### src/rtl/display_pkg.sv
// Shared types and constants for the 4-digit 7-segment display blocks.
// Segment bit order is {a,b,c,d,e,f,g,dp}, active-high.
package display_pkg;

    typedef enum logic [1:0] {
        ST_IDLE = 2'd0,
        ST_RUN  = 2'd1,
        ST_HOLD = 2'd2
    } state_t;

    localparam logic [3:0] SEL_NONE  = 4'b0000;
    localparam logic [3:0] SEL_LEFT  = 4'b1000;
    localparam logic [3:0] SEL_MIDL  = 4'b0100;
    localparam logic [3:0] SEL_MIDR  = 4'b0010;
    localparam logic [3:0] SEL_RIGHT = 4'b0001;

    localparam logic [7:0] SEG_BLANK = 8'h00;
    localparam logic [7:0] SEG_0     = 8'hFC;
    localparam logic [7:0] SEG_1     = 8'h60;
    localparam logic [7:0] SEG_2     = 8'hDA;
    localparam logic [7:0] SEG_3     = 8'hF2;
    localparam logic [7:0] SEG_4     = 8'h66;
    localparam logic [7:0] SEG_5     = 8'hB6;
    localparam logic [7:0] SEG_6     = 8'hBE;
    localparam logic [7:0] SEG_7     = 8'hE0;
    localparam logic [7:0] SEG_8     = 8'hFE;
    localparam logic [7:0] SEG_9     = 8'hF6;

    localparam logic [7:0] SEG_A     = 8'hEE;
    localparam logic [7:0] SEG_B     = 8'h3E;
    localparam logic [7:0] SEG_C     = 8'h9C;
    localparam logic [7:0] SEG_D     = 8'h7A;
    localparam logic [7:0] SEG_E     = 8'h9E;
    localparam logic [7:0] SEG_F     = 8'h8E;
    localparam logic [7:0] SEG_H     = 8'h6E;
    localparam logic [7:0] SEG_L     = 8'h1C;
    localparam logic [7:0] SEG_P     = 8'hCE;
    localparam logic [7:0] SEG_U     = 8'h7C;

    // Digit 0 is the leftmost position on the board.
    function automatic logic [3:0] digit_select(input logic [1:0] digit);
        case (digit)
            2'd0:    digit_select = SEL_LEFT;
            2'd1:    digit_select = SEL_MIDL;
            2'd2:    digit_select = SEL_MIDR;
            default: digit_select = SEL_RIGHT;
        endcase
    endfunction

endpackage

### src/rtl/tick_gen.sv
// Free-running divider producing a one-cycle tick every DIV enabled cycles.
// The count freezes while disabled and restarts from zero on clear.
module tick_gen #(
    parameter int unsigned DIV = 4
) (
    input  logic fastclk,
    input  logic reset,
    input  logic i_en,
    input  logic i_clr,
    output logic o_tick
);

    localparam int unsigned CW = (DIV > 1) ? $clog2(DIV) : 1;
    localparam logic [CW-1:0] LAST = CW'(DIV - 1);

    logic [CW-1:0] r_cnt;

    assign o_tick = i_en && !i_clr && (r_cnt == LAST);

    always_ff @(posedge fastclk) begin
        if (reset || i_clr) begin
            r_cnt <= '0;
        end else if (i_en) begin
            r_cnt <= o_tick ? '0 : r_cnt + CW'(1);
        end
    end

endmodule

### src/rtl/scroll_display_sequencer.sv
// Scrolls a loaded message of segment patterns across the 4-digit display,
// multiplexing one digit per refresh slot and stepping the window per scroll tick.
module scroll_display_sequencer
    import display_pkg::*;
#(
    parameter int unsigned REFRESH_DIV = 50_000,
    parameter int unsigned SCROLL_DIV  = 100_000_000,
    parameter int unsigned MSG_DEPTH   = 16
) (
    input  logic                       fastclk,
    input  logic                       reset,
    input  logic                       load_valid,
    output logic                       load_ready,
    input  logic [$clog2(MSG_DEPTH)-1:0] load_addr,
    input  logic [7:0]                 load_seg,
    input  logic [$clog2(MSG_DEPTH):0] msg_len,
    input  logic                       start,
    input  logic                       pause,
    input  logic                       stop,
    output logic                       busy,
    output logic                       wrapped,
    output logic [3:0]                 select,
    output logic [7:0]                 hex_display
);

    localparam int unsigned AW = $clog2(MSG_DEPTH);
    localparam int unsigned LW = AW + 1;

    state_t          r_state;
    state_t          w_state_nxt;
    logic [7:0]      r_buf [MSG_DEPTH];
    logic [LW-1:0]   r_len;
    logic [AW-1:0]   r_pos;
    logic [1:0]      r_digit;
    logic [3:0]      r_select;
    logic [7:0]      r_hex;
    logic            r_wrapped;

    logic            w_len_ok;
    logic            w_start_go;
    logic            w_load_fire;
    logic            w_tick_clr;
    logic            w_refresh_tick;
    logic            w_scroll_tick;
    logic [LW-1:0]   w_idx;
    logic [7:0]      w_seg;

    assign load_ready  = (r_state == ST_IDLE);
    assign busy        = (r_state != ST_IDLE);
    assign wrapped     = r_wrapped;
    assign select      = r_select;
    assign hex_display = r_hex;

    assign w_len_ok    = (msg_len != '0) && (msg_len <= LW'(MSG_DEPTH));
    assign w_start_go  = start && w_len_ok && !stop;
    assign w_load_fire = load_valid && load_ready;
    assign w_tick_clr  = (r_state == ST_IDLE) || w_start_go || stop;

    tick_gen #(.DIV(REFRESH_DIV)) u_refresh (
        .fastclk (fastclk),
        .reset   (reset),
        .i_en    (r_state != ST_IDLE),
        .i_clr   (w_tick_clr),
        .o_tick  (w_refresh_tick)
    );

    tick_gen #(.DIV(SCROLL_DIV)) u_scroll (
        .fastclk (fastclk),
        .reset   (reset),
        .i_en    (r_state == ST_RUN),
        .i_clr   (w_tick_clr),
        .o_tick  (w_scroll_tick)
    );

    always_ff @(posedge fastclk) begin
        if (reset) begin
            r_state <= ST_IDLE;
        end else begin
            r_state <= w_state_nxt;
        end
    end

    always_comb begin
        w_state_nxt = r_state;
        case (r_state)
            ST_IDLE: begin
                if (w_start_go) w_state_nxt = ST_RUN;
            end
            ST_RUN, ST_HOLD: begin
                if (stop)            w_state_nxt = ST_IDLE;
                else if (w_start_go) w_state_nxt = ST_RUN;
                else if (pause)      w_state_nxt = ST_HOLD;
                else                 w_state_nxt = ST_RUN;
            end
            default: w_state_nxt = ST_IDLE;
        endcase
    end

    // Window index wraps by repeated subtraction: pos < len and digit <= 3,
    // so at most three subtractions cover even len=1.
    always_comb begin
        w_idx = LW'(r_pos) + LW'(r_digit);
        for (int unsigned i = 0; i < 3; i++) begin
            if (w_idx >= r_len) w_idx = w_idx - r_len;
        end
        w_seg = '0;
        for (int unsigned i = 0; i < MSG_DEPTH; i++) begin
            if (w_idx == LW'(i)) w_seg = r_buf[i];
        end
    end

    always_ff @(posedge fastclk) begin
        if (w_load_fire) r_buf[load_addr] <= load_seg;
    end

    always_ff @(posedge fastclk) begin
        if (reset) begin
            r_len     <= LW'(1);
            r_pos     <= '0;
            r_digit   <= '0;
            r_select  <= SEL_NONE;
            r_hex     <= SEG_BLANK;
            r_wrapped <= 1'b0;
        end else begin
            r_wrapped <= 1'b0;
            if (w_state_nxt == ST_IDLE) begin
                r_pos    <= '0;
                r_digit  <= '0;
                r_select <= SEL_NONE;
                r_hex    <= SEG_BLANK;
            end else if (w_start_go) begin
                r_len   <= msg_len;
                r_pos   <= '0;
                r_digit <= '0;
            end else begin
                // The slot latched here uses the pre-scroll position.
                if (w_refresh_tick) begin
                    r_select <= digit_select(r_digit);
                    r_hex    <= w_seg;
                    r_digit  <= r_digit + 2'd1;
                end
                if (w_scroll_tick) begin
                    if (LW'(r_pos) == r_len - LW'(1)) begin
                        r_pos     <= '0;
                        r_wrapped <= 1'b1;
                    end else begin
                        r_pos <= r_pos + AW'(1);
                    end
                end
            end
        end
    end

endmodule

### config.mk
export PLATFORM = sky130hd
export DESIGN_NAME = scroll_display_sequencer
export DESIGN_NICKNAME = d
export VERILOG_FILES = /design/src/rtl/display_pkg.sv /design/src/rtl/tick_gen.sv /design/src/rtl/scroll_display_sequencer.sv
export SDC_FILE = /design/constraint.sdc
export NUM_CORES = 1
export LEC_CHECK = 0
export ABC_AREA = 1
export BUFFER_PORTS_ARGS = -buffer_cell sky130_fd_sc_hd__buf_2
export CAP_MARGIN = 20
export CORE_MARGIN = 2
export CORE_UTILIZATION = 45
export CTS_CLUSTER_DIAMETER = 80
export CTS_CLUSTER_SIZE = 16
export DETAILED_ROUTE_END_ITERATION = 8
export GPL_TIMING_DRIVEN = 0
export SYNTH_ARGS = -nofsm -noshare
export SYNTH_HDL_FRONTEND = slang
export SYNTH_SLANG_ARGS = --single-unit
export TNS_END_PERCENT = 30
### constraint.sdc
create_clock -name fastclk -period 7.1 [get_ports fastclk]
set_input_delay 0.355 -clock fastclk [delete_from_list [all_inputs] [get_ports fastclk]]
set_output_delay 0.355 -clock fastclk [all_outputs]
set_load 0.01 [all_outputs]
* Yosys cells after proc, flatten, opt, wreduce, memory -nomap -nowiden
Memories as Yosys holds them, arrays and structs flattened.
Index checks and enable logic that the tools add are counted.
** Word-level totals
- Memory bits (writable) :: 128
- Memories kept :: 1
- Flip-flop bits (word level) :: 69
- Output and inout bits :: 15
- Word-level logic and storage cells :: 104
- Latch bits :: 0
- Memory bits (read-only) :: 0
- Bits of input ports :: 23
** Cells by class
- $add $sub $neg :: 9
- Order comparisons :: 4
- Multiplexer cells :: 31
- Reduce and logical (&&, ||, !) cells :: 25
- Divide/modulo/power cells :: 0
- Shifts and indexed selects :: 0
- Bitwise operators :: 3
- $mul :: 0
- Equality and inequality tests :: 22
** Memories
- r_buf :: depth 16, width 8, read ports 16, clocked after memory_dff 0, wr ports 1, line scroll_display_sequencer.sv:31 : logic [7:0] r_buf [MSG_DEPTH];
** Operator list (count)
- $mux 8 :: 16
- $eq 5x4->1 const B :: 8
- $add 27x1->27 const B :: 1
- $eq 27x27->1 const B :: 1
- $mux 27 :: 1
- $eq 5x3->1 const B :: 4
- $add 16x1->16 const B :: 1
- $eq 16x16->1 const B :: 1
- $mux 16 :: 1
- $ge 5x5->1 :: 3
- $mux 5 :: 3
- $sub 5x5->5 :: 3
- $pmux 4 s3 :: 1
- $eq 5x2->1 const B :: 2
- $logic_and 1x1->1 :: 8
- $mux 2 :: 4
- $logic_not 2->1 :: 3
- $add 4x2->5 :: 1
- $eq 4x5->1 :: 1
- $eq 5x1->1 const B :: 1
- $le 5x5->1 const B :: 1
- $logic_not 5->1 :: 1
- $reduce_bool 5->1 :: 1
- $sub 5x1->5 const B :: 1
- 15 further kinds :: 26

* Logic depth before layout (Yosys ltp)
- Word-level depth :: 24
- Depth in mapped cells :: 47
- Mapped depth without buffers :: 46

* Modules after synthesis
From an unflattened synthesis, not the netlist that was laid out.
** Second synthesis, totals
- Cell total of the unflattened synthesis :: 1155
- Area, all modules :: 10141.0 µm²
** By module, submodules not included
- scroll_display_sequencer :: seq. area each 4364.2 µm², area each 7596.0 µm², times used 1, cells each 764
- tick_gen at u_scroll :: seq. area each 540.5 µm², area each 1611.5 µm², times used 1, cells each 257
- tick_gen at u_refresh :: seq. area each 320.3 µm², area each 933.4 µm², times used 1, cells each 134

* Least setup slack after synthesis
No wires, ideal clock.
- Kind :: reg-to-reg
- From :: register r_pos[0]
- To :: register r_hex[7], in the netlist hex_display[7]
- Data arrival time :: 5354 ps
- Cell stages (with the launch flop) :: 40
- Path slack :: 1621 ps
- Path through :: dfxtp_1 > ha_1 > fa_1 > xor2_1 > ha_1 > inv_1 > nand2_1 > nand3_2 > nand3_2 > nand2_1 > nand2_1 > ha_1 > fa_1 > o21ai_0 > xnor2_1 > nand2_1 > nand2_2 > inv_1 > [... 4 more ...] > buf_6 > a21oi_2 > a21oi_4 > nor2_4 > and2_4 > buf_6 > nand2_2 > nand2_1 > inv_1 > nand4_1 > nand2_1 > nand3_1 > nand2_1 > nand3_1 > nand2_1 > nand3_1 > nand2_1 > a21oi_2
** On the way
- Cells in the longest elaborated chain, start to end :: 24
- Elaborated cells on any way between the ends :: 42
- Those cells by class :: 4 x add/sub; 3 x order compare; 15 x eq/ne; 19 x mux; 1 x reduce/logical
** RTL lines
- start, declared :: line scroll_display_sequencer.sv:33 : logic [AW-1:0] r_pos;
- start signal, assigned :: line scroll_display_sequencer.sv:147 : r_pos <= r_pos + AW'(1);
- $add 4x2->5 (*) :: line scroll_display_sequencer.sv:102 : w_idx = LW'(r_pos) + LW'(r_digit);
- $sub 5x5->5 or $ge 5x5->1 (tied branches) :: line scroll_display_sequencer.sv:104 : if (w_idx >= r_len) w_idx = w_idx - r_len;
- $mux 5 (*) :: line scroll_display_sequencer.sv:104
- $sub 5x5->5 or $ge 5x5->1 (tied branches) :: line scroll_display_sequencer.sv:104
- $mux 5 (*) :: line scroll_display_sequencer.sv:104
- $sub 5x5->5 or $ge 5x5->1 (tied branches) :: line scroll_display_sequencer.sv:104
- $mux 5 (*) :: line scroll_display_sequencer.sv:104
- $logic_not 5->1 :: line scroll_display_sequencer.sv:108 : if (w_idx == LW'(i)) w_seg = r_buf[i];
- $mux 8 (15 in a row) :: line scroll_display_sequencer.sv:108
- $mux 8 (*) :: line scroll_display_sequencer.sv:108
- end signal, assigned :: line scroll_display_sequencer.sv:139 : r_hex <= w_seg;
- end, declared :: line scroll_display_sequencer.sv:36 : logic [7:0] r_hex;
Every way passes the cells marked *; elsewhere a longest branch is shown, timed or not.
A chain may end at the register's enable or synchronous reset.

* Worst setup path after layout
- From :: register r_pos[0]
- To :: register r_hex[4], in the netlist hex_display[4]
The elaborated chain is that of the path after synthesis.

==> out/results.ini <==
[final_layout]
diodes = 0
final_util = 0.509
syn2layout_area_growth_pct = 12.0
num-nets-final = 1131
final_cells = 1364
final_layout_size_suffix_gt1_frac = 0.118
nFillCells = 1954
design_area_um2 = 10600

[timing]
fin_skew_ns = 0.0112
final-hold-violation-count = 0
worstMarginPinSlew_ns = 0.891
fmax_mhz = 154
relSlewSlack = 0.401
rsz0062_at_grt = no
setup_violations = 0
tns_ns = 0
drv_slew = 0
fin_crit_sh = 0.916
period_minus_slack_ns = 6.51

[synth]
syn_nets = 1073
synth_seq_cells = 197
synth_edf_count = 128
synthTopCellsByCount = nand2_1 (202), edfxtp_1 (128), inv_1 (121), nor2_1 (120), nand3_1 (83)
synthTopCellsByArea = edfxtp_1 (41%), dfxtp_1 (15%), nand2_1 (8.0%)
synth_largest_area_cell = edfxtp_1
synth_top_area_frac = 0.405
async_flop_share = 0
synthFlopType = edfxtp_1
synth_warnings = 0
synth_area_per_cell_um2 = 9.32
yosysSeqAreaShare = 0.551
yosysMostFrequentCell = nand2_1
netlist_instances = 1018
synth_cell_types = 52
synth_area_um2 = 9490

[detailed_routing]
viasPerCell = 5.14
remaining_drc_errors = 0
drtIter0Drc = 458
vias = 7012
wl_um = 21000
antenna_left = 0
detail_route.first_pass.iterations = 5
post_drt_wl_per_cell_um = 15.4

[cts]
path_clk_slew_ns = 0.07
htreeDepth = 4
cts_root_buffer = clkbuf_16
cts_sinks = 197
clk_path_buf_depth = 2
insertion_delay_ns = 0.44
cts_buffers = 17
cts_tree = built

[critical_path]
cp_max_fo = 10
r2r_start = r_pos[0]$_SDFFE_PP0P_
cpMaxStageDelayCell = fa_1
startpoint_type = register
cp.arrival_ns = 6.81
crit_path_end = hex_display[4]$_SDFFE_PP0P_
r2r_cells = 37
r2r_end = hex_display[4]$_SDFFE_PP0P_
cpPeakStageDelay_ns = 0.41
crit_path_frequent_cell = nand2_1
r2r_slack_ns = 0.59
path_class = reg -> reg
cp_data_required_time_ns = 7.40
crit_start = r_pos[0]$_SDFFE_PP0P_
cp-end-kind = register

[run_status]
status = completed

[global_route]
use_met3 = 0.0364
grt-ovfl-total = 0
top_usage_layer = met2
grt_pass1_wl_um = 33800
grt_pass1_vias = 6642
grtUsageMet1 = 0.266
antenna_found_initial = 0
grt_util_met2 = 0.333
grt.total_usage = 0.197
grt_max_degree = 20

[place]
place_hpwl_um = 15100
place_inst = 1330
portBuffers = 37
place_congestion = 0.849
placed_cell_area_um2 = 10000

[floorplanning]
initial_utilization = 0.454
boundaryPins = 38
die-area_um2 = 22300
die_w_um = 149
coreArea_um2 = 20900
die_h_um = 149
rows = 53

[job]
max-cap-violations = 0

[pwr]
power_density_nw_per_um2 = 342
combPwrFrac = 0.395
p_clk_frac = 0.266
swShare = 0.401
total_leakage_power_nw = 4.04
p_switching_mw = 1.46
peakVddDrop_v = 0.000231
p_int_mw = 2.18
power_frac_seq = 0.339
total_power_mw = 3.63

[worst_hold_path]
hold_path.class = in -> reg

## placed cells by master (no fill, tap or decap), types with 4 or more instances in the layout
cell type	synthesis	final
a21oi_1	46	46
buf_2	5	42
clkbuf_1	6	7
clkbuf_16	0	17
dfxtp_1	69	69
edfxtp_1	128	128
fa_1	4	4
ha_1	28	28
inv_1	121	121
inv_2	5	5
inv_8	0	6
nand2_1	202	202
nand2_2	4	4
nand3_1	83	83
nand3_2	6	6
nand4_1	37	37
nor2_1	120	119
nor2_2	4	5
nor3_1	24	24
nor4_1	11	11
o21ai_0	19	18
o21ai_1	7	8
or2_2	9	9
xnor2_1	9	9
xor2_1	26	26
## area by class of cell
type,instances,area (um^2),area share
well taps,275,344,0.0324
flip-flops and latches,197,5230,0.492
clock inverters,14,159,0.0149
inverters,127,479,0.0451
plain buffers,15,82.6,0.00777
repair buffers,39,200,0.0188
clock buffers,18,429,0.0404
multi-input cells,679,3710,0.349
## cell families (layout without fill, tap and decap cells)
family | after synthesis | after routing | synth area share
simple gates | 522 | 522 | 0.256
flops | 197 | 197 | 0.551
buf+inv | 142 | 213 | 0.0592
compound gates | 90 | 90 | 0.0559
xor+xnor | 35 | 35 | 0.0323
fa+ha+maj | 32 | 32 | 0.0454
## timing repair
item | in CTS | in global routing
hold buffers | 0 | 0
endpoints found under the hold margin | 0 | 0
endpoints found under the setup margin | 0 | 8
resized for setup | 0 | 3
buffers inserted | 0 | 2
## flip-flops by register name, indices dropped and copies added, names as in the netlist
signal,cells
select,4
u_refresh.r_cnt,16
r_pos,4
wrapped,1
hex_display,8
r_buf,128
r_state,2
r_digit,2
u_scroll.r_cnt,27
r_len,5
## metal layers
layer	routed length [um]	vias up
met5	0	-
met3	801	13
li1	-	3555
met2	10200	109
met1	9790	3335
met4	175	0
## how the worst min path moves through the flow
stage	from	to	slack (ns)	cells after the start
2_1_floorplan	u_refresh.r_cnt[0]$_SDFFE_PP0N_	u_refresh.r_cnt[0]$_SDFFE_PP0N_	0.43	1
4_1_cts	reset	r_state[0]$_SDFF_PP0_	0.1	2
3_5_place_dp	u_refresh.r_cnt[0]$_SDFFE_PP0N_	u_refresh.r_cnt[0]$_SDFFE_PP0N_	0.45	1
3_3_place_gp	u_refresh.r_cnt[0]$_SDFFE_PP0N_	u_refresh.r_cnt[0]$_SDFFE_PP0N_	0.44	1
6_report	reset	r_state[0]$_SDFF_PP0_	0.12	2
5_1_grt	reset	r_state[0]$_SDFF_PP0_	0.12	2
## worst max-delay path, delay by kind of cell (launching register included)
| kind | cells | cell delay [ns] |
|---|---|---|
| AO/OA/AOI/OAI | 5 | 0.71 |
| flip-flops | 1 | 0.36 |
| XOR/XNOR | 1 | 0.14 |
| adder cells (fa/ha/maj) | 6 | 1.98 |
| AND/OR/NAND/NOR | 19 | 2.45 |
| buffers and inverters | 6 | 0.72 |
## power groups by stage
stage | Combinational, mW | Clock [mW] | Sequential (mW)
after CTS | 1.43 | 0.987 | 1.23
after detailed placement | 1.42 | 0 | 1.26
final | 1.43 | 0.967 | 1.23
after floorplan | 0.998 | 0 | 1.26
after global placement | 1.41 | 0 | 1.26
after global routing | 1.60 | 1.03 | 1.23
## metrics by stage
stage	worst slack (ns)	hold slack (ns)
floorplan	1.62	0.427
CTS	0.375	0.0983
global route	0.0400	0.120
detailed placement	0.407	0.447
global placement	0.521	0.444
finish	0.593	0.119
Power figures use the tool's default switching activity.
